`src/rtl/card_dealer.sv`:
```
// Card source for the blackjack game: draws one card per request, without
// replacement, from a shoe of NUM_DECKS decks using a 16-bit LFSR.
module card_dealer #(
  parameter int          NUM_DECKS = 1,
  parameter logic [15:0] SEED      = 16'hACE1
) (
  input  logic       CLK,
  input  logic       RST_N,
  input  logic       REQ_I,
  input  logic       SHUFFLE_I,
  output logic       READY_O,
  output logic       CARD_VALID_O,
  output logic [3:0] CARD_O,
  output logic [3:0] RANK_O,
  output logic [7:0] CARDS_LEFT_O,
  output logic       DECK_EMPTY_O
);

  localparam logic [15:0] LFSR_INIT = (SEED == 16'h0000) ? 16'hACE1 : SEED;
  localparam logic [4:0]  FULL_CNT  = 5'(4 * NUM_DECKS);
  localparam logic [7:0]  FULL_LEFT = 8'(52 * NUM_DECKS);

  typedef enum logic [1:0] {S_IDLE, S_DRAW, S_SCAN, S_EMIT} state_t;

  state_t      r_state;
  state_t      w_state_nxt;
  logic [15:0] r_lfsr;
  logic [4:0]  r_cnt [13];
  logic [7:0]  r_left;
  logic [3:0]  r_probe;
  logic [3:0]  w_probe_nxt;
  logic [3:0]  r_rank;
  logic [3:0]  r_card;
  logic [3:0]  w_lfsr_mod;
  logic [3:0]  w_cand;
  logic        w_cand_avail;
  logic        w_probe_avail;
  logic        w_load;
  logic        w_dec;
  logic        w_fb;

  function automatic logic [3:0] next_rank(input logic [3:0] rk);
    return (rk == 4'd13) ? 4'd1 : rk + 4'd1;
  endfunction

  function automatic logic [3:0] bj_value(input logic [3:0] rk);
    return (rk > 4'd10) ? 4'd10 : rk;
  endfunction

  // Counters are stored 0-based, so rank r lives at index r-1.
  assign w_lfsr_mod    = (r_lfsr[3:0] >= 4'd13) ? r_lfsr[3:0] - 4'd13 : r_lfsr[3:0];
  assign w_cand        = w_lfsr_mod + 4'd1;
  assign w_cand_avail  = (r_cnt[w_cand - 4'd1] != 5'd0);
  assign w_probe_avail = (r_cnt[r_probe - 4'd1] != 5'd0);
  assign w_fb          = r_lfsr[15] ^ r_lfsr[13] ^ r_lfsr[12] ^ r_lfsr[10];
  assign w_dec         = (r_state == S_EMIT) && !SHUFFLE_I;

  assign READY_O      = (r_state == S_IDLE) && (r_left != 8'd0);
  assign CARD_VALID_O = (r_state == S_EMIT);
  assign CARD_O       = r_card;
  assign RANK_O       = r_rank;
  assign CARDS_LEFT_O = r_left;
  assign DECK_EMPTY_O = (r_left == 8'd0);

  always_ff @(posedge CLK or negedge RST_N) begin
    if (!RST_N) begin
      r_state <= S_IDLE;
      r_probe <= 4'd1;
    end else begin
      r_state <= w_state_nxt;
      r_probe <= w_probe_nxt;
    end
  end

  always_comb begin
    w_state_nxt = r_state;
    w_probe_nxt = r_probe;
    w_load      = 1'b0;
    if (SHUFFLE_I) begin
      w_state_nxt = S_IDLE;
    end else begin
      unique case (r_state)
        S_IDLE: if (REQ_I && READY_O) w_state_nxt = S_DRAW;
        S_DRAW: begin
          if (w_cand_avail) begin
            w_state_nxt = S_EMIT;
            w_probe_nxt = w_cand;
            w_load      = 1'b1;
          end else begin
            w_state_nxt = S_SCAN;
            w_probe_nxt = next_rank(w_cand);
          end
        end
        S_SCAN: begin
          if (w_probe_avail) begin
            w_state_nxt = S_EMIT;
            w_load      = 1'b1;
          end else begin
            w_probe_nxt = next_rank(r_probe);
          end
        end
        S_EMIT:  w_state_nxt = S_IDLE;
        default: w_state_nxt = S_IDLE;
      endcase
    end
  end

  // LFSR free-runs regardless of state or shuffle.
  always_ff @(posedge CLK or negedge RST_N) begin
    if (!RST_N) r_lfsr <= LFSR_INIT;
    else        r_lfsr <= {r_lfsr[14:0], w_fb};
  end

  always_ff @(posedge CLK or negedge RST_N) begin
    if (!RST_N) begin
      r_rank <= 4'd0;
      r_card <= 4'd0;
    end else if (w_load) begin
      r_rank <= w_probe_nxt;
      r_card <= bj_value(w_probe_nxt);
    end
  end

  always_ff @(posedge CLK or negedge RST_N) begin
    if (!RST_N) begin
      for (int i = 0; i < 13; i++) r_cnt[i] <= FULL_CNT;
      r_left <= FULL_LEFT;
    end else if (SHUFFLE_I) begin
      for (int i = 0; i < 13; i++) r_cnt[i] <= FULL_CNT;
      r_left <= FULL_LEFT;
    end else if (w_dec) begin
      r_cnt[r_rank - 4'd1] <= r_cnt[r_rank - 4'd1] - 5'd1;
      r_left               <= r_left - 8'd1;
    end
  end

endmodule

```
`config.mk`:
```
export PLATFORM = sky130hd
export DESIGN_NAME = card_dealer
export DESIGN_NICKNAME = d
export VERILOG_FILES = /design/src/rtl/card_dealer.sv
export SDC_FILE = /design/constraint.sdc
export NUM_CORES = 1
export LEC_CHECK = 0
export BUFFER_PORTS_ARGS = -buffer_cell sky130_fd_sc_hd__buf_2
export CELL_PAD_IN_SITES_DETAIL_PLACEMENT = 1
export CELL_PAD_IN_SITES_GLOBAL_PLACEMENT = 1
export CORE_AREA = 2 2 144 90
export DETAILED_ROUTE_END_ITERATION = 7
export DIE_AREA = 0 0 146 92
export MAX_ROUTING_LAYER = met4
export PLACE_DENSITY = 0.82
export SLEW_MARGIN = 15
export SYNTH_ARGS = -nofsm -noshare
export SYNTH_HDL_FRONTEND = slang
export SYNTH_SLANG_ARGS = --single-unit
```
`constraint.sdc`:
```
create_clock -name CLK -period 4.6 [get_ports CLK]
set_clock_uncertainty 0.2 [all_clocks]
set_input_delay 0.23 -clock CLK [delete_from_list [all_inputs] [get_ports CLK]]
set_output_delay 0.23 -clock CLK [all_outputs]
set_load 0.1 [all_outputs]
```
### Word-level counts from Yosys, hierarchy flattened

Cells that the tools add are included.

| cells by class | value |
|---|---|
| add/sub/neg operators | 9 |
| $lt $le $gt $ge | 6 |
| equality and inequality tests | 7 |
| mux-type cells | 33 |
| bitwise logic cells | 6 |
| reduce and logical (&&, ||, !) cells | 12 |

Operators by type and width:

| operator | number |
|---|---|
| 2-to-1 mux 65 bit | 2 |
| bitwise mux 65 bit | 1 |
| binary-select mux 5 bit (select 4 bit) | 3 |
| 2-to-1 mux 5 bit | 7 |
| 2-to-1 mux 4 bit | 7 |
| demux 5 bit (select 4 bit) | 1 |
| 2-to-1 mux 8 bit | 2 |
| greater-or-equal comparator 5 bit (second input constant) | 3 |
| NOT 4 -> 5 bit | 3 |
| adder 4 x 1 -> 4 bit (second input constant) | 3 |
| subtractor 4 x 1 -> 4 bit (second input constant) | 3 |
| nonzero test 5 bit | 2 |
| == test 4 bit (second input constant) | 2 |
| zero test 8 bit | 1 |
| one-hot mux 2 bit (4 select lines) | 1 |
| one-hot mux 4 bit (2 select lines) | 1 |
| nonzero test 8 bit | 1 |
| subtractor 8 x 1 -> 8 bit (second input constant) | 1 |
| 2-to-1 mux 2 bit | 3 |
| less-than comparator 5 x 1 -> 1 bit (second input constant) | 1 |
| subtractor 5 x 1 -> 5 bit (second input constant) | 1 |
| == test 2 bit (second input constant) | 2 |
| greater-or-equal comparator 4 bit (second input constant) | 1 |
| greater-than comparator 4 bit (second input constant) | 1 |
| other kinds (12) | 20 |

| word-level totals | value |
|---|---|
| bits in registers | 103 |
| bits of input ports | 4 |
| output and inout bits | 19 |
| word-level logic and storage cells | 92 |

### Logic depth before layout (Yosys ltp)

Gate-level depths: netlist (run 1).

| depth | value |
|---|---|
| word-level depth | 14 |
| gate-level depth with buffers | 17 |
| mapped depth without buffers | 17 |

### Worst setup path before layout (run 1)

No wires, ideal clock.

| timing | value |
|---|---|
| path kind | reg-to-output |
| start | register r_left[3] (netlist: CARDS_LEFT_O[3]) |
| end | output READY_O |
| arrival time | 6335 ps |
| path slack | -2165 ps |
| cell stages (with the launch flop) | 4 |
| path buffers | 0 |
| path through | dfrtp_1 > or4_1 > nor4b_1 > nor2b_1 |

| between the ends | value |
|---|---|
| word-level cells in the longest chain between the ends | 2 |

RTL lines:

| what | line | source |
|---|---|---|
| start: declaration | 29 | `logic [7:0] r_left;` |
| start signal: assignment | 133 | `r_left <= r_left - 8'd1;` |
| nonzero test 8 bit | 58 | `assign READY_O = (r_state == S_IDLE) && (r_left != 8'd0);` |
| logical AND 1 bit | 58 |  |
| end: declaration | 11 | `output logic READY_O,` |

No other way between the ends.

### Worst setup path in the final report (run 1)

| timing | value |
|---|---|
| start | register r_lfsr[0] |
| end | register r_card[2] (netlist: CARD_O[2]) |

| between the ends | value |
|---|---|
| word-level cells in the longest chain between the ends | 14 |
| elaborated cells on any way between the ends | 21 |
| those cells by class | add/sub: 4; order compare: 2; eq/ne: 1; mux: 12; bitwise: 1; reduce/logical: 1 |

RTL lines:

| what | line | source |
|---|---|---|
| start: declaration | 27 | `logic [15:0] r_lfsr;` |
| start signal: assignment | 111 | `else r_lfsr <= {r_lfsr[14:0], w_fb};` |
| subtractor 4 bit / greater-or-equal comparator 4 bit (equally long branches) | 51 | `assign w_lfsr_mod = (r_lfsr[3:0] >= 4'd13) ? r_lfsr[3:0] - 4'd13 : r_lfsr[3:0];` |
| 2-to-1 mux 4 bit * | 51 |  |
| adder 4 x 1 -> 4 bit * | 52 | `assign w_cand = w_lfsr_mod + 4'd1;` |
| subtractor 4 x 1 -> 4 bit | 53 | `assign w_cand_avail = (r_cnt[w_cand - 4'd1] != 5'd0);` |
| NOT 4 -> 5 bit (implied by the code) | 53 |  |
| binary-select mux 5 bit (select 4 bit) | 53 |  |
| 2-to-1 mux 5 bit (implied by the code) (2 in series) | 53 |  |
| nonzero test 5 bit | 53 |  |
| 2-to-1 mux 4 bit | 85 | `if (w_cand_avail) begin` |
| one-hot mux 4 bit (2 select lines) | 82 | `unique case (r_state)` |
| 2-to-1 mux 4 bit | 79 | `if (SHUFFLE_I) begin` |
| greater-than comparator 4 bit | 47 | `return (rk > 4'd10) ? 4'd10 : rk;` |
| 2-to-1 mux 4 bit | 47 |  |
| end signal: assignment | 120 | `r_card <= bj_value(w_probe_nxt);` |
| end: declaration | 33 | `logic [3:0] r_card;` |

Mark *: on every way between the ends. The rest lies on a longest branch, timed or not. The select of a mux whose other input is x is not followed.
A chain may end at the register's enable or synchronous reset.

==> results of run 1 <==
worst reg2reg max path, cell delays in order (launching register included):
cell       delay, ns
dfstp_2         0.61
inv_1           0.09
ha_1            0.28
nand2b_1        0.15
a31oi_2         0.16
nor2_4          0.17
inv_2           0.11
ha_1            0.24
or3_1           0.40
o2111ai_1       0.12
mux2_2          0.39
o2111a_1        0.22
a21oi_2         0.21
nand2_1         0.17
a21oi_4         0.31
mux2_2          0.37
layout make-up:
class / count / area share [%]
timing repair buffer: 32 / 2.92
sequential: 103 / 40.0
clock buffer: 9 / 3.45
clock inverter: 7 / 1.02
inverter: 21 / 1.21
tap: 170 / 3.26
multi-input combinational: 431 / 48.1
power groups by stage:
stage | clock network (uW) | registers, uW | logic [uW]
after floorplan | 0 | 1340 | 974
after global placement | 0 | 1100 | 1640
after detailed placement | 0 | 1100 | 1700
after CTS | 764 | 1090 | 1710
after global routing | 797 | 1100 | 1850
final | 753 | 1090 | 1740
routing by layer:
layer	global-route usage (%)	share of wire, %
met5	-	0
met4	5.42	1.2
met3	4.83	6.2
met2	42.6	46
met1	41.2	47
stage by stage:
step / area, um^2 / worst slack [ns]
6_report: 6520 / 0.315
5_1_grt: 6520 / 0.139
4_1_cts: 6490 / 0.0983
3_3_place_gp: 6190 / 0.441
3_5_place_dp: 6190 / 0.127
2_1_floorplan: 5910 / -0.0928
synth_stat cells, types with 4 or more instances:
master,n,area [um^2]
a211oi_1,29,218
a21oi_1,27,135
a31oi_1,8,50.1
a32oi_1,4,35.0
and2_1,6,37.5
buf_2,6,30.0
clkbuf_1,18,67.6
dfrtp_1,78,1950
dfstp_2,25,657
ha_1,21,263
inv_1,20,75.1
mux2i_1,38,380
mux4_2,19,428
nand2_1,33,124
nand2b_1,8,50.1
nand3_1,10,50.1
nor2_1,97,364
nor2b_1,5,31.3
nor3_1,14,70.1
nor4_1,12,75.1
o211ai_1,6,45.0
o21ai_0,12,60.1
or2_1,13,81.3
or3_1,4,25.0
xnor2_1,7,61.3
xor2_1,8,70.1
registers in the layout (all words and copies together), names as in the netlist:
signal and cells:
r_probe 4, RANK_O 4, CARD_O 4, r_lfsr 16, r_state 2, CARDS_LEFT_O 8, r_cnt 65
final timing paths:
check	start	to	slack [ns]	depth (start not counted)
setup / recovery	r_lfsr[0]	CARD_O[2]	0.32	15
hold reg to reg	r_lfsr[8]	r_lfsr[9]	0.15	0
min in group asynchronous	RST_N	r_lfsr[12]	0.28	2
hold / removal	REQ_I	r_state[1]	0.14	5
setup reg to reg	r_lfsr[0]	CARD_O[2]	0.32	15
max in group asynchronous	RST_N	r_cnt[50]	2.80	3
kinds of logic after synthesis:
kind of cell,Yosys count,share of synthesized area (%)
xor gates and xnor gates,16,2.50
buffers and inverters,45,2.99
AOI/OAI and AO/OA,108,12.4
muxes,63,15.1
DFF,103,44.2
adders and majority gates,21,4.45
and+or+nand+nor,223,18.4
repair_timing:
| item | CTS | global route |
|---|---|---|
| endpoints found under the hold margin | 40 | 0 |
| hold buffers | 1 | 0 |
| buffers inserted | 0 | 2 |
| resized for setup | 0 | 2 |
| endpoints found under the setup margin | 0 | 6 |
==> out/qor.txt, run 1 <==
Setup Total Neg Slack: 0 ns
CP cell instances: inv_1 -> ha_1 -> nand2b_1 -> a31oi_2 -> nor2_4 -> inv_2 -> ha_1 -> or3_1 -> o2111ai_1 -> mux2_2 -> o2111a_1 -> a21oi_2 -> nand2_1 -> a21oi_4 -> mux2_2
CTS tree: yes
Post-Layout Cell Count: 773
Pint: 1830 uW
overall routing resource usage: 28.4%
Worst Path Required: 4.64 ns
EDFF count, synth: 0
Post-DP HPWL: 12800 um
slowest cell on the critical path: dfstp_2
total power: 3590 uW
Skew-Pair Late Insertion Delay: 0.35 ns
io pins: 23
Inserted Clock Buffers: 9
Tightest Pin Transition: 1.13 ns
CP arrival: 4.32 ns
Psw: 1760 uW
initial DRC count: 326
DR pass1 iterations: 4
Max stage delay on crit path: 0.61 ns
CP Class: reg -> reg
Fmax: 0.233 GHz
clock-pin slew on the worst setup and hold paths: 0.07 ns
# nets final: 623
die area: 13400 um^2
die height: 92 um
RSZ-0062 raised after global routing: no
Comb power frac: 48.6%
htree depth: 3
area grow syn2layout: 10.5%
initial antenna violation count: 0
# rows: 32
Seq/Total Area, Yosys: 44.2%
largest net degree at the start of global routing: 77
CP Launch Type: flop
Antenna Violating Nets Remaining: 0
Initial Utilization: 47.9%
Mapped Area: 5900 um^2
fraction of registers with async set/reset: 100%
Synth warnings: 0
layout cell share with drive strength beyond 1: 18.6%
clock root buffer master: clkbuf_16
Worst Setup End Kind: flop
Leak: 0.00263 uW
first-pass GRT wire length: 28600 um
outcome: complete, no violations
via count: 4829
peak supply drop: 322 uV
final hold violations: 0
power share of the clock group: 21.0%
WHS: 0.136 ns
I/O Buffers: 22
clock sinks: 103
most frequent cells in the layout: nor2_1, dfrtp_1, mux2i_1
Placer Congestion: 0.876
DRT Wirelength: 17800 um
crit-path leading delay family: compound AO/OA/AOI/OAI gates
Clock Tree Buf Depth: 2
ys flop type: dfrtp_1
fin crit period: 4.28 ns
Netlist cell types: 62
Max transition margin: 24.0%
worst path buffer plus inverter count: 2
Sequential Area: 2610 um^2
Power Density: 550 nW/um^2
Pins Over Slew Limit: 0
ANT cells: 0
Post-Place Cells: 754
WL/cell: 23.0 um
fin crit share: 93.1%
multi-input combinational cell area: 3140 um^2
power share of the sequential group: 30.4%
DR DRC count: 0
commonest non-fill, non-tap cell in the layout: nor2_1
Die Width: 146 um
Worst Hold Class: in -> reg
Overflow after GRT: 0
synthesized instance count: 579
vias in the first global route: 4984
switch share: 49.1%
mean area per synthesized cell: 10.2 um^2
number of fillers in the final layout: 1378
Core Box Area: 12300 um^2
Yosys reg bits: 103
critical path fanouts, max: 9
Final Util: 52.9%
Via density: 6.25
setup violators final: 0
Post-Syn Nets: 604
max cap viols: 0
No activity file was read; power rests on OpenSTA's default activity.
==> run 2: changes to the inputs <==
Settings changed: CORE_AREA 2 2 144 90 to 4 4 146 92, DIE_AREA 0 0 146 92 to 0 0 150 96, PLACE_DENSITY 0.82 to 0.9.
==> run 2 against run 1 <==
Compared with the run above: clock power rose by 7.2%; non-clock buffer count rose by 1; power rose by 2.0%; worst setup slack got worse by 0.079 ns; cell area rose by 0.35%; cell count fell by 0.39%; sequential power barely moved; worst hold slack improved by 0.0019 ns; largest power group unchanged.
==> out/qor.txt, run 2 (synthesis results as in run 1) <==
outcome: complete, no violations
crit path capture: CARD_O[2]
die area: 14400 um^2
hold path cells: 5
setup violators final: 0
Worst R2R Path Depth: 15
CTS tree: yes
Inserted Clock Buffers: 9
clock sinks: 103
Antenna Violating Nets Remaining: 0
number of fillers in the final layout: 1360
Pins Over Slew Limit: 0
peak supply drop: 361 uV
Tightest Pin Transition: 1.02 ns
clock root buffer master: clkbuf_16
vias in the first global route: 4954
Via density: 6.32
worst path buffer plus inverter count: 2
largest net degree at the start of global routing: 77
Placer Congestion: 0.961
first-pass GRT wire length: 28300 um
via count: 4868
final hold violations: 0
Die Width: 150 um
initial antenna violation count: 1
# nets final: 624
Max stage delay on crit path: 0.61 ns
Core Box Area: 11900 um^2
# rows: 31
Leak: 0.00264 uW
Post-DP HPWL: 12800 um
CP cell instances: inv_1 -> ha_1 -> nand2b_1 -> a31oi_2 -> nor2_4 -> inv_2 -> ha_1 -> or3_1 -> o2111ai_1 -> mux2_2 -> o2111a_1 -> a21oi_2 -> nand2_1 -> a21oi_4 -> mux2_2
overall routing resource usage: 26.4%
CP arrival: 4.41 ns
RSZ-0062 raised after global routing: no
crit-path leading delay family: compound AO/OA/AOI/OAI gates
initial DRC count: 437
max cap viols: 0
die height: 96 um
Clock Tree Buf Depth: 2
DR DRC count: 0
cell count along the critical path: 15
multi-input combinational cell area: 3150 um^2
DR pass1 iterations: 5
CP Launch Type: flop
Initial Utilization: 49.4%
fin crit period: 4.36 ns
Worst Setup End Kind: flop
io pins: 23
slowest cell on the critical path: dfstp_2
hold_sp: REQ_I
I/O Buffers: 22
DRT Wirelength: 17800 um
number of flip-flops under the largest register name: 65
most frequent cells in the layout: nor2_1, dfrtp_1, mux2i_1
R2R Setup Slk: 0.24 ns
Top reg by flops: r_cnt
crit path launch: r_lfsr[0]
layout cell share with drive strength beyond 1: 18.7%
CP Class: reg -> reg
Worst Hold Class: in -> reg
htree depth: 3
worst r2r src: r_lfsr[0]
pre-CTS WS: 0.124 ns
fin crit share: 94.9%
Final WS setup: 0.237 ns
Power Density: 560 nW/um^2
WL/cell: 23.1 um
area grow syn2layout: 10.8%
Fmax: 0.229 GHz
clock-pin slew on the worst setup and hold paths: 0.08 ns
critical path fanouts, max: 9
Worst Path Required: 4.64 ns
Overflow after GRT: 0
Skew-Pair Late Insertion Delay: 0.36 ns
commonest non-fill, non-tap cell in the layout: nor2_1
Reg-to-Reg End: CARD_O[2]
Max transition margin: 31.6%
Final Util: 54.8%
Sequential Area: 2610 um^2
==> run 2: area by class of cell <==
type                       count  area share, %
clock buffer                  10           3.50
tap                          165           3.15
timing repair buffer          33           3.02
clock inverter                 6           1.13
multi-input combinational    431           48.1
sequential                   103           39.9
antenna                        1         0.0382
inverter                      21           1.20
==> run 2: repair_timing <==
action / 4_1_cts / 5_1_grt
endpoints found under the hold margin: 40 / 0
endpoints found under the setup margin: 0 / 6
resized for setup: 0 / 2
hold buffers: 1 / 0
setup buffers: 0 / 2
==> run 2: layer usage <==
| metal | wire length, um | part of all wire [%] | vias to the layer above | GRT usage, % |
|---|---|---|---|---|
| met1 | 8010 | 45 | 2517 | 35.4 |
| met2 | 8190 | 46 | 198 | 40.5 |
| met3 | 1350 | 7.6 | 31 | 7.81 |
| li1 | - | - | 2122 | - |
| met4 | 232 | 1.3 | 0 | 5.02 |
| met5 | 0 | 0 | - | - |
==> run 2: worst min path at each step <==
stage	endpoint	slack [ns]
2_1_floorplan	CARDS_LEFT_O[0]	-0.27
3_3_place_gp	r_cnt[30]	0.12
3_5_place_dp	r_cnt[34]	0.13
4_1_cts	r_state[1]	0.13
5_1_grt	r_state[1]	0.14
6_report	r_state[1]	0.14
==> run 2: where the power goes <==
part / internal, uW / leakage (uW) / switching (uW)
clock network: 433 / 0.000149 / 374
registers: 987 / 0.00133 / 102
logic: 467 / 0.00116 / 1300
total: 1890 / 0.00264 / 1780
==> run 2: worst min-delay path: stages <==
cell and delay [ns]:
buf_2 0.10, inv_1 0.05, o21ai_0 0.12, nand3_1 0.11, a21oi_1 0.06
==> run 2: metrics by stage <==
stage	instance area, um^2	TNS, ns	hold slack [ns]	total power, uW	instances
global route	6550	0	0.142	3810	770
finish	6550	0	0.138	3660	770
global placement	6190	0	0.125	2720	750
CTS	6510	0	0.126	3620	767
detailed placement	6190	0	0.135	2800	750
floorplan	5910	-0.0928	-0.266	2320	579
